[config.mk]
export PLATFORM = sky130hd
export DESIGN_NAME = txll_framer
export DESIGN_NICKNAME = d
export VERILOG_FILES = /design/src/rtl/txll_pkg.sv /design/src/rtl/txll_sfifo.sv /design/src/rtl/txll_framer.sv
export SDC_FILE = /design/constraint.sdc
export NUM_CORES = 1
export LEC_CHECK = 0
export BUFFER_PORTS_ARGS = -buffer_cell sky130_fd_sc_hd__buf_2
export CORE_MARGIN = 10
export CORE_UTILIZATION = 62
export DETAILED_ROUTE_END_ITERATION = 6
export PLACE_DENSITY_LB_ADDON = 0.05
export SYNTH_ARGS = -nofsm -noshare
export SYNTH_HDL_FRONTEND = slang
export SYNTH_SLANG_ARGS = --single-unit
[constraint.sdc]
create_clock -name sys_clk -period 5.15 [get_ports sys_clk]
set_input_delay 0.2575 -clock sys_clk [delete_from_list [all_inputs] [get_ports sys_clk]]
set_output_delay 0.2575 -clock sys_clk [all_outputs]
set_load 0.005 [all_outputs]
[src/rtl/txll_pkg.sv]
// txll_pkg: shared state encoding and buffer entry layout for the transmit framer.
package txll_pkg;
   typedef enum logic [1:0] {ST_IDLE, ST_SEND, ST_DRAIN} txll_state_t;
   localparam int TXLL_ENTRY_W = 34;
   localparam int TXLL_SOF_BIT = 33;
   localparam int TXLL_EOF_BIT = 32;
endpackage

[src/rtl/txll_sfifo.sv]
// txll_sfifo: single-clock show-ahead FIFO with occupancy count and synchronous flush.
module txll_sfifo #(
   parameter int DEPTH_LOG2 = 5,
   parameter int WIDTH      = 34
) (
   input  logic                  clk,
   input  logic                  rst_n,
   input  logic                  flush,
   input  logic                  wr_en,
   input  logic [WIDTH-1:0]      wr_data,
   input  logic                  rd_en,
   output logic [WIDTH-1:0]      rd_data,
   output logic [DEPTH_LOG2:0]   count,
   output logic                  full,
   output logic                  empty
);
   localparam int DEPTH = 1 << DEPTH_LOG2;
   logic [WIDTH-1:0] mem [DEPTH];
   logic [DEPTH_LOG2-1:0] wr_ptr, rd_ptr;
   logic do_wr, do_rd;
   assign full    = count == (DEPTH_LOG2+1)'(DEPTH);
   assign empty   = count == '0;
   assign do_wr   = wr_en & ~full;
   assign do_rd   = rd_en & ~empty;
   assign rd_data = mem[rd_ptr];
   always_ff @(posedge clk) begin
      if (!rst_n || flush) begin
         wr_ptr <= '0;
         rd_ptr <= '0;
         count  <= '0;
      end else begin
         wr_ptr <= wr_ptr + DEPTH_LOG2'(do_wr);
         rd_ptr <= rd_ptr + DEPTH_LOG2'(do_rd);
         count  <= count + (DEPTH_LOG2+1)'(do_wr) - (DEPTH_LOG2+1)'(do_rd);
      end
   end
   always_ff @(posedge clk) begin
      if (do_wr && !flush) mem[wr_ptr] <= wr_data;
   end
endmodule

[src/rtl/txll_framer.sv]
// txll_framer: buffers host FIS words and streams complete frames to the link layer,
// handling link discontinue (drain rest of frame) and host flush.
module txll_framer
   import txll_pkg::*;
#(
   parameter int C_DEPTH_LOG2   = 5,
   parameter int C_AFULL_MARGIN = 4
) (
   input  logic                    sys_clk,
   input  logic                    sys_rst_n,
   input  logic [31:0]             txfifo_data,
   input  logic                    txfifo_sof,
   input  logic                    txfifo_eof,
   input  logic                    txfifo_wr_en,
   input  logic                    txfifo_flush,
   output logic                    txfifo_full,
   output logic                    txfifo_almost_full,
   output logic [C_DEPTH_LOG2:0]   txfifo_count,
   output logic                    txfifo_eof_rdy,
   output logic                    txfifo_err,
   output logic [31:0]             trn_td,
   output logic                    trn_tsof_n,
   output logic                    trn_teof_n,
   output logic                    trn_tsrc_rdy_n,
   output logic                    trn_tsrc_dsc_n,
   input  logic                    trn_tdst_rdy_n,
   input  logic                    trn_tdst_dsc_n,
   output logic                    tx_done,
   output logic                    tx_abort
);
   localparam int CW    = C_DEPTH_LOG2 + 1;
   localparam int DEPTH = 1 << C_DEPTH_LOG2;
   txll_state_t state, state_next;
   logic [TXLL_ENTRY_W-1:0] head;
   logic [CW-1:0] frame_cnt;
   logic wr_in_frame, fifo_full, fifo_empty;
   logic legal, wr_ok, src_rdy, dsc, xfer, pop, eof_popped, eof_pushed;
   logic err_q, done_q, abort_q, dsc_q;
   txll_sfifo #(.DEPTH_LOG2(C_DEPTH_LOG2), .WIDTH(TXLL_ENTRY_W)) u_fifo (
      .clk(sys_clk),
      .rst_n(sys_rst_n),
      .flush(txfifo_flush),
      .wr_en(wr_ok),
      .wr_data({txfifo_sof, txfifo_eof, txfifo_data}),
      .rd_en(pop),
      .rd_data(head),
      .count(txfifo_count),
      .full(fifo_full),
      .empty(fifo_empty)
   );
   // A sof must open a frame and a non-sof word must continue one.
   assign legal      = txfifo_sof ? ~wr_in_frame : wr_in_frame;
   assign wr_ok      = txfifo_wr_en & ~txfifo_flush & ~fifo_full & legal;
   assign eof_pushed = wr_ok & txfifo_eof;
   assign src_rdy    = (state == ST_SEND) & ~fifo_empty;
   assign dsc        = (state == ST_SEND) & ~trn_tdst_dsc_n;
   assign xfer       = src_rdy & ~trn_tdst_rdy_n & trn_tdst_dsc_n;
   assign pop        = xfer | ((state == ST_DRAIN) & ~fifo_empty);
   assign eof_popped = pop & head[TXLL_EOF_BIT];
   always_comb begin
      state_next = state;
      if (txfifo_flush) state_next = ST_IDLE;
      else if (state == ST_IDLE) state_next = (frame_cnt != '0) ? ST_SEND : ST_IDLE;
      else if (dsc) state_next = ST_DRAIN;
      else if (eof_popped) state_next = ST_IDLE;
   end
   always_ff @(posedge sys_clk) begin
      if (!sys_rst_n) begin
         state       <= ST_IDLE;
         wr_in_frame <= 1'b0;
         frame_cnt   <= '0;
         err_q       <= 1'b0;
         done_q      <= 1'b0;
         abort_q     <= 1'b0;
         dsc_q       <= 1'b0;
      end else begin
         state       <= state_next;
         wr_in_frame <= txfifo_flush ? 1'b0 : wr_ok ? ~txfifo_eof : wr_in_frame;
         frame_cnt   <= txfifo_flush ? '0 : frame_cnt + CW'(eof_pushed) - CW'(eof_popped);
         err_q       <= txfifo_wr_en & ~txfifo_flush & ~wr_ok;
         done_q      <= xfer & head[TXLL_EOF_BIT] & ~txfifo_flush;
         abort_q     <= dsc & ~txfifo_flush;
         dsc_q       <= txfifo_flush & (state == ST_SEND);
      end
   end
   assign trn_td             = src_rdy ? head[31:0] : '0;
   assign trn_tsof_n         = ~(src_rdy & head[TXLL_SOF_BIT]);
   assign trn_teof_n         = ~(src_rdy & head[TXLL_EOF_BIT]);
   assign trn_tsrc_rdy_n     = ~src_rdy;
   assign trn_tsrc_dsc_n     = ~dsc_q;
   assign txfifo_full        = fifo_full;
   assign txfifo_almost_full = (CW'(DEPTH) - txfifo_count) <= CW'(C_AFULL_MARGIN);
   assign txfifo_eof_rdy     = frame_cnt != '0;
   assign txfifo_err         = err_q;
   assign tx_done            = done_q;
   assign tx_abort           = abort_q;
endmodule

==> results of run 1 <==
[per-layer routing]
| layer | wire (um) | vias to the layer above | part of all wire | global-route usage |
|---|---|---|---|---|
| li1 | - | 8013 | - | - |
| met1 | 38600 | 10579 | 0.40 | 0.343 |
| met2 | 47100 | 896 | 0.49 | 0.383 |
| met3 | 7020 | 157 | 0.073 | 0.0441 |
| met4 | 2950 | 4 | 0.031 | 0.0742 |
| met5 | 21 | - | 0.00022 | 0 |
[registers in the layout (all words and copies together), names as in the netlist, 2 cells and up]
signal,cells
u_fifo.mem,1088
frame_cnt,6
u_fifo.count,6
u_fifo.rd_ptr,5
u_fifo.wr_ptr,5
state,2
[area by class of cell]
class / count / area, um2 / share of cell area
clock inverters: 62 / 539 / 0.0112
clock buffers: 132 / 2860 / 0.0592
multi-input cells: 570 / 9370 / 0.194
inverters: 20 / 75.1 / 0.00156
well taps: 931 / 1160 / 0.0241
flip-flops and latches: 1117 / 33300 / 0.689
repair buffers: 139 / 1000 / 0.0207
[worst paths after layout]
path	startpoint	cells past startpoint	slack, ns	end
setup / recovery	u_fifo.count[3]$_SDFF_PP0_	8	0.54	u_fifo.mem[11][25]$_DFFE_PP_
hold / removal	txfifo_data[15]	1	0.09	u_fifo.mem[16][15]$_DFFE_PP_
setup reg to reg	u_fifo.count[3]$_SDFF_PP0_	8	0.54	u_fifo.mem[11][25]$_DFFE_PP_
hold reg to reg	wr_in_frame$_SDFFE_PP0N_	2	0.57	wr_in_frame$_SDFFE_PP0N_
[cells in the final DEF, fill, tap and decap left out, types with 3 or more instances in the layout]
master and instances:
xnor2_1 9, a22oi_1 4, or3_1 3, nor2_1 22
nand4b_1 3, inv_1 20, o21bai_1 4, clkinvlp_4 3
buf_12 13, clkinv_2 18, a22o_1 32, xor2_1 6
mux4_2 330, buf_2 87, edfxtp_1 1088, a2111oi_0 3
clkbuf_1 21, buf_4 34, nor2_4 31, and2_1 9
o21ai_0 7, clkinv_1 29, bufinv_16 10, mux2i_1 13
nand3_1 6, a21oi_1 12, nand2_1 12, nor2b_1 7
ha_1 21, dfxtp_4 4, dfxtp_1 25, nand3b_1 4
nand2b_1 6, dlygate4sd3_1 5, clkbuf_16 111
[power by group through the flow]
stage / Clock (W) / Sequential [W] / Combinational, W
5_1_grt: 0.00808 / 0.00998 / 0.000220
6_report: 0.00762 / 0.00998 / 0.000201
2_1_floorplan: 0 / 0.0102 / 0.0000356
3_3_place_gp: 0 / 0.0102 / 0.000191
3_5_place_dp: 0 / 0.0102 / 0.000202
4_1_cts: 0.00772 / 0.00998 / 0.000204
[through the flow]
step	utilization	area, um2
after floorplan	-	42900
after global placement	0.654	44800
after detailed placement	0.654	44800
after CTS	0.704	48300
after global routing	0.704	48300
final	0.704	48300
[timing repair]
| action | 4_1_cts | 5_1_grt |
|---|---|---|
| endpoints found under the setup margin | 0 | 0 |
| endpoints found under the hold margin | 5 | 0 |
| hold buffers | 5 | 0 |
[cell families (layout without fill, tap and decap cells)]
group,Yosys count,after routing,share of synthesized area
DFF,1117,1117,0.776
muxes,343,343,0.176
and+or+nand+nor,118,118,0.0139
buffers and inverters,112,353,0.0116
AOI/OAI and AO/OA,71,71,0.0124
adders and majority gates,23,23,0.00706
xor gates and xnor gates,15,15,0.00306
==> run_results.csv, run 1 <==
group,metric,value,unit
sta,finalHoldViolations,0,
synthesis,synth-edff-count,1088,
clock_network,ctsResizeCount,0,
clock_network,clock-sinks,1117,
die,die-area,80100,um2
clock_network,cts_setup_buffers,0,
placement,portBuffers,87,
setup_path,critPathArrivalTime,4.91,ns
setup_path,cp_cell_sequence,"inv_1 > ha_1 > nor3b_1 > and2_1 > nor4b_2 > nand3_1 > nor2_4 > buf_4",
clock_network,htree_levels,3,
power,powerDensity,369,nW/um2
setup_path,cp_top_family,"simple AND/OR/NAND/NOR gates",
clock_network,cts_inserted_buffers,108,
run,drv_cap,0,
detailed_routing,vias_per_cell,6.61,
die,start_util,0.625,
sta,rsz0062_at_grt,"no",
detailed_routing,post-route-drc-count,0,
layout,fill_cells,4110,
detailed_routing,dr_total_vias,19649,
sta,slew_headroom,0.193,
clock_network,cts_tree,"built",
power,vdd_drop_max,0.000328,V
clock_network,clk-insertion-delay-late,0.66,ns
setup_path,max_stage_delay,1.01,ns
clock_network,cts_root_buf,"clkbuf_16",
setup_path,cp-end-kind,"flop",
synthesis,syn_inst,1799,
placement,dp_worst_setup_slack,0.564,ns
power,power.share.switching,0.190,
global_route,grt_pass1_vias,20228,
power,p_sw,0.00338,W
synthesis,syn_area,42900,um2
power,power_frac_seq,0.561,
power,p_leak,14.6,nW
hold_path,hold_path.class,"input pin to flop",
sta,clock_skew,0.0191,ns
clock_network,clk_pin_slew_worst_paths,0.06,ns
sta,timing.hold.ws,0.0865,ns
sta,slew_violations,0,
die,num_rows,96,
synthesis,synth_nets,1862,
status,status,"finished, final reports clean",
detailed_routing,drt-pass1-iter-count,7,
sta,finalSetupTns,0,ns
power,pwr-share-clk,0.428,
layout,num_antenna_cells,0,
sta,finalSetupViolCount,0,
layout,synthToLayoutAreaGrowth,12.6,%
clock_network,cts.path.max_buffers,3,
setup_path,start_kind,"flop",
synthesis,ys_seq_elements,1117,
detailed_routing,drtIter0Drc,2358,
detailed_routing,ant_nets,0,
synthesis,yosys_warnings,0,
die,ios,88,
setup_path,cp_max_fo,19,
placement,hpwl,53300,um
synthesis,ys_top_cells_by_area,"edfxtp_1 (76%), mux4_2 (17%), dfxtp_1 (1.4%)",
sta,fmax,217,MHz
global_route,grt_pass1_wl,141000,um
global_route,antenna_found_initial,3,
die,die_x,283,um
synthesis,synth_most_common_cell,"edfxtp_1",
synthesis,synthTopCellsByCount,"edfxtp_1 (1088), mux4_2 (330), nor2_1 (53), clkbuf_1 (41)",
global_route,grt_max_degree,104,
sta,timing.final.ws_setup,0.540,ns
die,die_y,283,um
setup_path,cp_slowest_cell,"nor4b_2",
layout,finalNonFillerCells,2971,
placement,place_congestion,0.803,
sta,min_period,4.61,ns
power,combPwrFrac,0.011,
layout,fin_nets,2019,
die,core_area,68600,um2
power,finalPower,0.0178,W
power,p_int,0.0144,W
detailed_routing,wirelength,95700,um
sta,finalCritPeriodShare,0.895,
global_route,track_usage,0.241,
setup_path,crit_type,"flop to flop",
layout,drive_above_1_share,0.318,
global_route,grt-ovfl-total,0,
synthesis,yosysSeqAreaShare,0.776,
detailed_routing,wire_per_inst,32.2,um
synthesis,synthArstFlopShare,0,
setup_path,path_buf_inv,2,
setup_path,critical_path_required,5.45,ns
synthesis,ys.flop_type,"edfxtp_1",
synthesis,synth_cell_type_count,45,
sta,worst-slew-pin-transition,1.21,ns
synthesis,netlist.area_leader.share,0.762,
synthesis,synth_area_per_cell,23.8,um2
placement,dp_cells,2772,
synthesis,synth_top_area_cell,"edfxtp_1",
No activity file was read; power rests on OpenSTA's default activity.
==> inputs of run 2 (changes only) <==
--- a/config.mk
+++ b/config.mk
@@ -11,2 +11,3 @@
 export DETAILED_ROUTE_END_ITERATION = 6
+export GPL_TIMING_DRIVEN = 0
 export PLACE_DENSITY_LB_ADDON = 0.05
==> constraint.sdc (replaced) <==
create_clock -name sys_clk -period 5.15 [get_ports sys_clk]
set_input_delay 1.03 -clock sys_clk [delete_from_list [all_inputs] [get_ports sys_clk]]
set_output_delay 1.03 -clock sys_clk [all_outputs]
set_load 0.005 [all_outputs]
==> run 2 against run 1 <==
First-iteration DRC count up 8.0%. Global-route usage increased by 1.4 points. Utilization increased by 0.53 points. Clock power decreased by 4.3%. Combinational power decreased by 8%. Final cell count increased by 2.7%. Power fell by 1.9%. Largest cell class unchanged. Highest routed layer is now met4.
==> run_results.csv, run 2 (same netlist as run 1, synthesis figures left out) <==
group,metric,value,unit
setup_path,cp_max_fo,10,
detailed_routing,wirelength,101000,um
global_route,track_usage,0.256,
setup_path,crit_type,"flop to output port",
clock_network,cts_hold_buf,0,
detailed_routing,post-route-drc-count,0,
layout,regMostFlops,"u_fifo.mem",
global_route,grt-ovfl-total,0,
clock_network,htree_levels,3,
global_route,grt_pass1_vias,21136,
setup_path,critPathArrivalTime,4.00,ns
clock_network,cts_inserted_buffers,108,
sta,rsz0062_at_grt,"no",
layout,multi_input_area,9370,um2
setup_path,regToRegSetupSlack,0.66,ns
sta,clock_skew,0.0291,ns
power,p_leak,14.8,nW
detailed_routing,drtIter0Drc,2547,
die,ios,88,
sta,finalCritPeriodShare,0.977,
clock_network,clk-insertion-delay-late,0.66,ns
die,die-area,80100,um2
global_route,use_met2,0.425,
layout,fin_nets,2098,
placement,place_congestion,0.801,
layout,final_common_cell,"edfxtp_1",
layout,fill_cells,4032,
clock_network,cts_root_buf,"clkbuf_16",
layout,largest_register_ffs,1088,
die,num_rows,96,
global_route,grt_pass1_wl,147000,um
hold_path,min_from,"frame_cnt[0]$_SDFF_PP0_",
hold_path,whs_path_depth,2,
sta,finalHoldViolations,0,
global_route,use_met3,0.0511,
run,drv_cap,0,
power,vdd_drop_max,0.000297,V
detailed_routing,wire_per_inst,33.2,um
placement,portBuffers,87,
clock_network,cts_setup_buffers,0,
placement,hpwl,63500,um
setup_path,cp-end-kind,"output port",
clock_network,clk_pin_slew_worst_paths,0.06,ns
detailed_routing,drt-pass1-iter-count,7,
clock_network,clock-sinks,1117,
die,core_area,68600,um2
layout,drive_above_1_share,0.317,
die,start_util,0.625,
status,status,"finished, final reports clean",
hold_path,worstHoldEndpoint,"frame_cnt[0]$_SDFF_PP0_",
setup_path,cp_top_family,"buffers and inverters",
layout,synthToLayoutAreaGrowth,13.4,%
global_route,antenna_found_initial,2,
sta,worst-slew-pin-transition,1.28,ns
sta,slew_violations,0,
power,finalPower,0.0175,W
setup_path,r2r_end,"u_fifo.mem[26][12]$_DFFE_PP_",
layout,reg_top3,"u_fifo.mem x1088, frame_cnt x6, u_fifo.count x6",
detailed_routing,vias_per_cell,6.61,
setup_path,cp_cell_sequence,"buf_2 > buf_2 > buf_1 > mux4_2 > mux4_2 > a22o_1 > buf_2",
setup_path,reg2reg_from,"u_fifo.count[3]$_SDFF_PP0_",
detailed_routing,ant_nets,0,
power,powerDensity,359,nW/um2
die,die_x,283,um
setup_path,r2r_cells,8,
sta,slew_headroom,0.148,
die,die_y,283,um
setup_path,critical_path_required,4.12,ns
sta,finalSetupViolCount,0,
hold_path,hold_path.class,"flop to flop",
clock_network,cts_tree,"built",
setup_path,start_kind,"flop",
global_route,top_usage_layer,"met2",
setup_path,path_buf_inv,4,
sta,min_period,5.03,ns
sta,fmax,199,MHz
setup_path,max_stage_delay,0.98,ns
global_route,grt.met1_usage,0.341,
sta,finalSetupTns,0,ns
layout,final_cell_mix,"edfxtp_1 (1088), mux4_2 (330), buf_2 (119)",
clock_network,cts.path.max_buffers,3,
setup_path,cp_slowest_cell,"buf_1",
setup_path,worst_path_most_repeated_cell,"buf_2",
layout,regArea,33300,um2
global_route,grt_max_degree,34,
detailed_routing,dr_total_vias,20183,
run 2: changes by cell type in the layout (fill, tap and decap cells not counted), sizes merged:
| cell | delta |
|---|---|
| dlygate4sd3 | -5 |
| clkbuf | +47 |
| bufinv | -5 |
| diode | +1 |
| clkinv | +1 |
| buf | +43 |
| clkinvlp | -1 |
run 2: worst max-delay path by stage:
stage | startpoint | endpoint | depth (start not counted)
5_1_grt | u_fifo.rd_ptr[1]$_SDFF_PP0_ | trn_td[28] | 7
3_3_place_gp | txfifo_sof | u_fifo.mem[20][11]$_DFFE_PP_ | 5
2_1_floorplan | txfifo_sof | u_fifo.mem[4][0]$_DFFE_PP_ | 4
6_report | u_fifo.rd_ptr[1]$_SDFF_PP0_ | trn_td[28] | 7
3_5_place_dp | txfifo_sof | u_fifo.mem[26][13]$_DFFE_PP_ | 6
4_1_cts | u_fifo.count[3]$_SDFF_PP0_ | trn_td[26] | 9
run 2: report_power, final:
part	switching [W]	internal [W]	leakage (nW)	total, W
Combinational	0.000150	0.0000355	3.25	0.000185
Clock	0.00321	0.00409	1.58	0.00729
Sequential	0.00000345	0.00998	10.0	0.00998
run 2: metal layers:
layer,part of all wire,wire length (um),up-vias
met3,0.084,8510,176
met1,0.38,38000,10814
met4,0.029,2900,0
met5,0,0,-
li1,-,-,8185
met2,0.51,51800,1008
run 2: layout make-up:
cell class | instances | share of cell area
Clock buffer | 138 | 0.0579
Tap cell | 931 | 0.0239
Clock inverter | 57 | 0.00826
Antenna cell | 1 | 0.0000514
Inverter | 20 | 0.00154
Sequential cell | 1117 | 0.684
Timing Repair Buffer | 126 | 0.0234
Buffer | 92 | 0.00872
Multi-Input combinational cell | 570 | 0.193
run 2: per-stage QoR:
step | instance area, um2 | hold WS [ns] | cells | util | setup slack [ns]
floorplan | 42900 | 0.499 | 1799 | - | 0.306
global placement | 44500 | 0.521 | 2817 | 0.648 | -4.39
detailed placement | 45400 | 0.580 | 2856 | 0.662 | 0.193
CTS | 48600 | 0.564 | 3051 | 0.709 | 0.117
global route | 48600 | 0.602 | 3051 | 0.709 | 0.0582
finish | 48600 | 0.593 | 3052 | 0.709 | 0.118
run 2: repair_timing:
| action | 4_1_cts | 5_1_grt |
|---|---|---|
| pin swaps | 0 | 0 |
| gates cloned | 0 | 0 |
| setup endpoints to repair | 25 | 1 |
| endpoints found under the hold margin | 0 | 0 |
| gates resized for setup | 1 | 3 |
run 2: tightest hold or removal path: cells and delay by family, from the launching register on:
family | cells | cell delay, ns
fa+ha+maj | 1 | 0.13
simple gates | 1 | 0.10
flops | 1 | 0.33
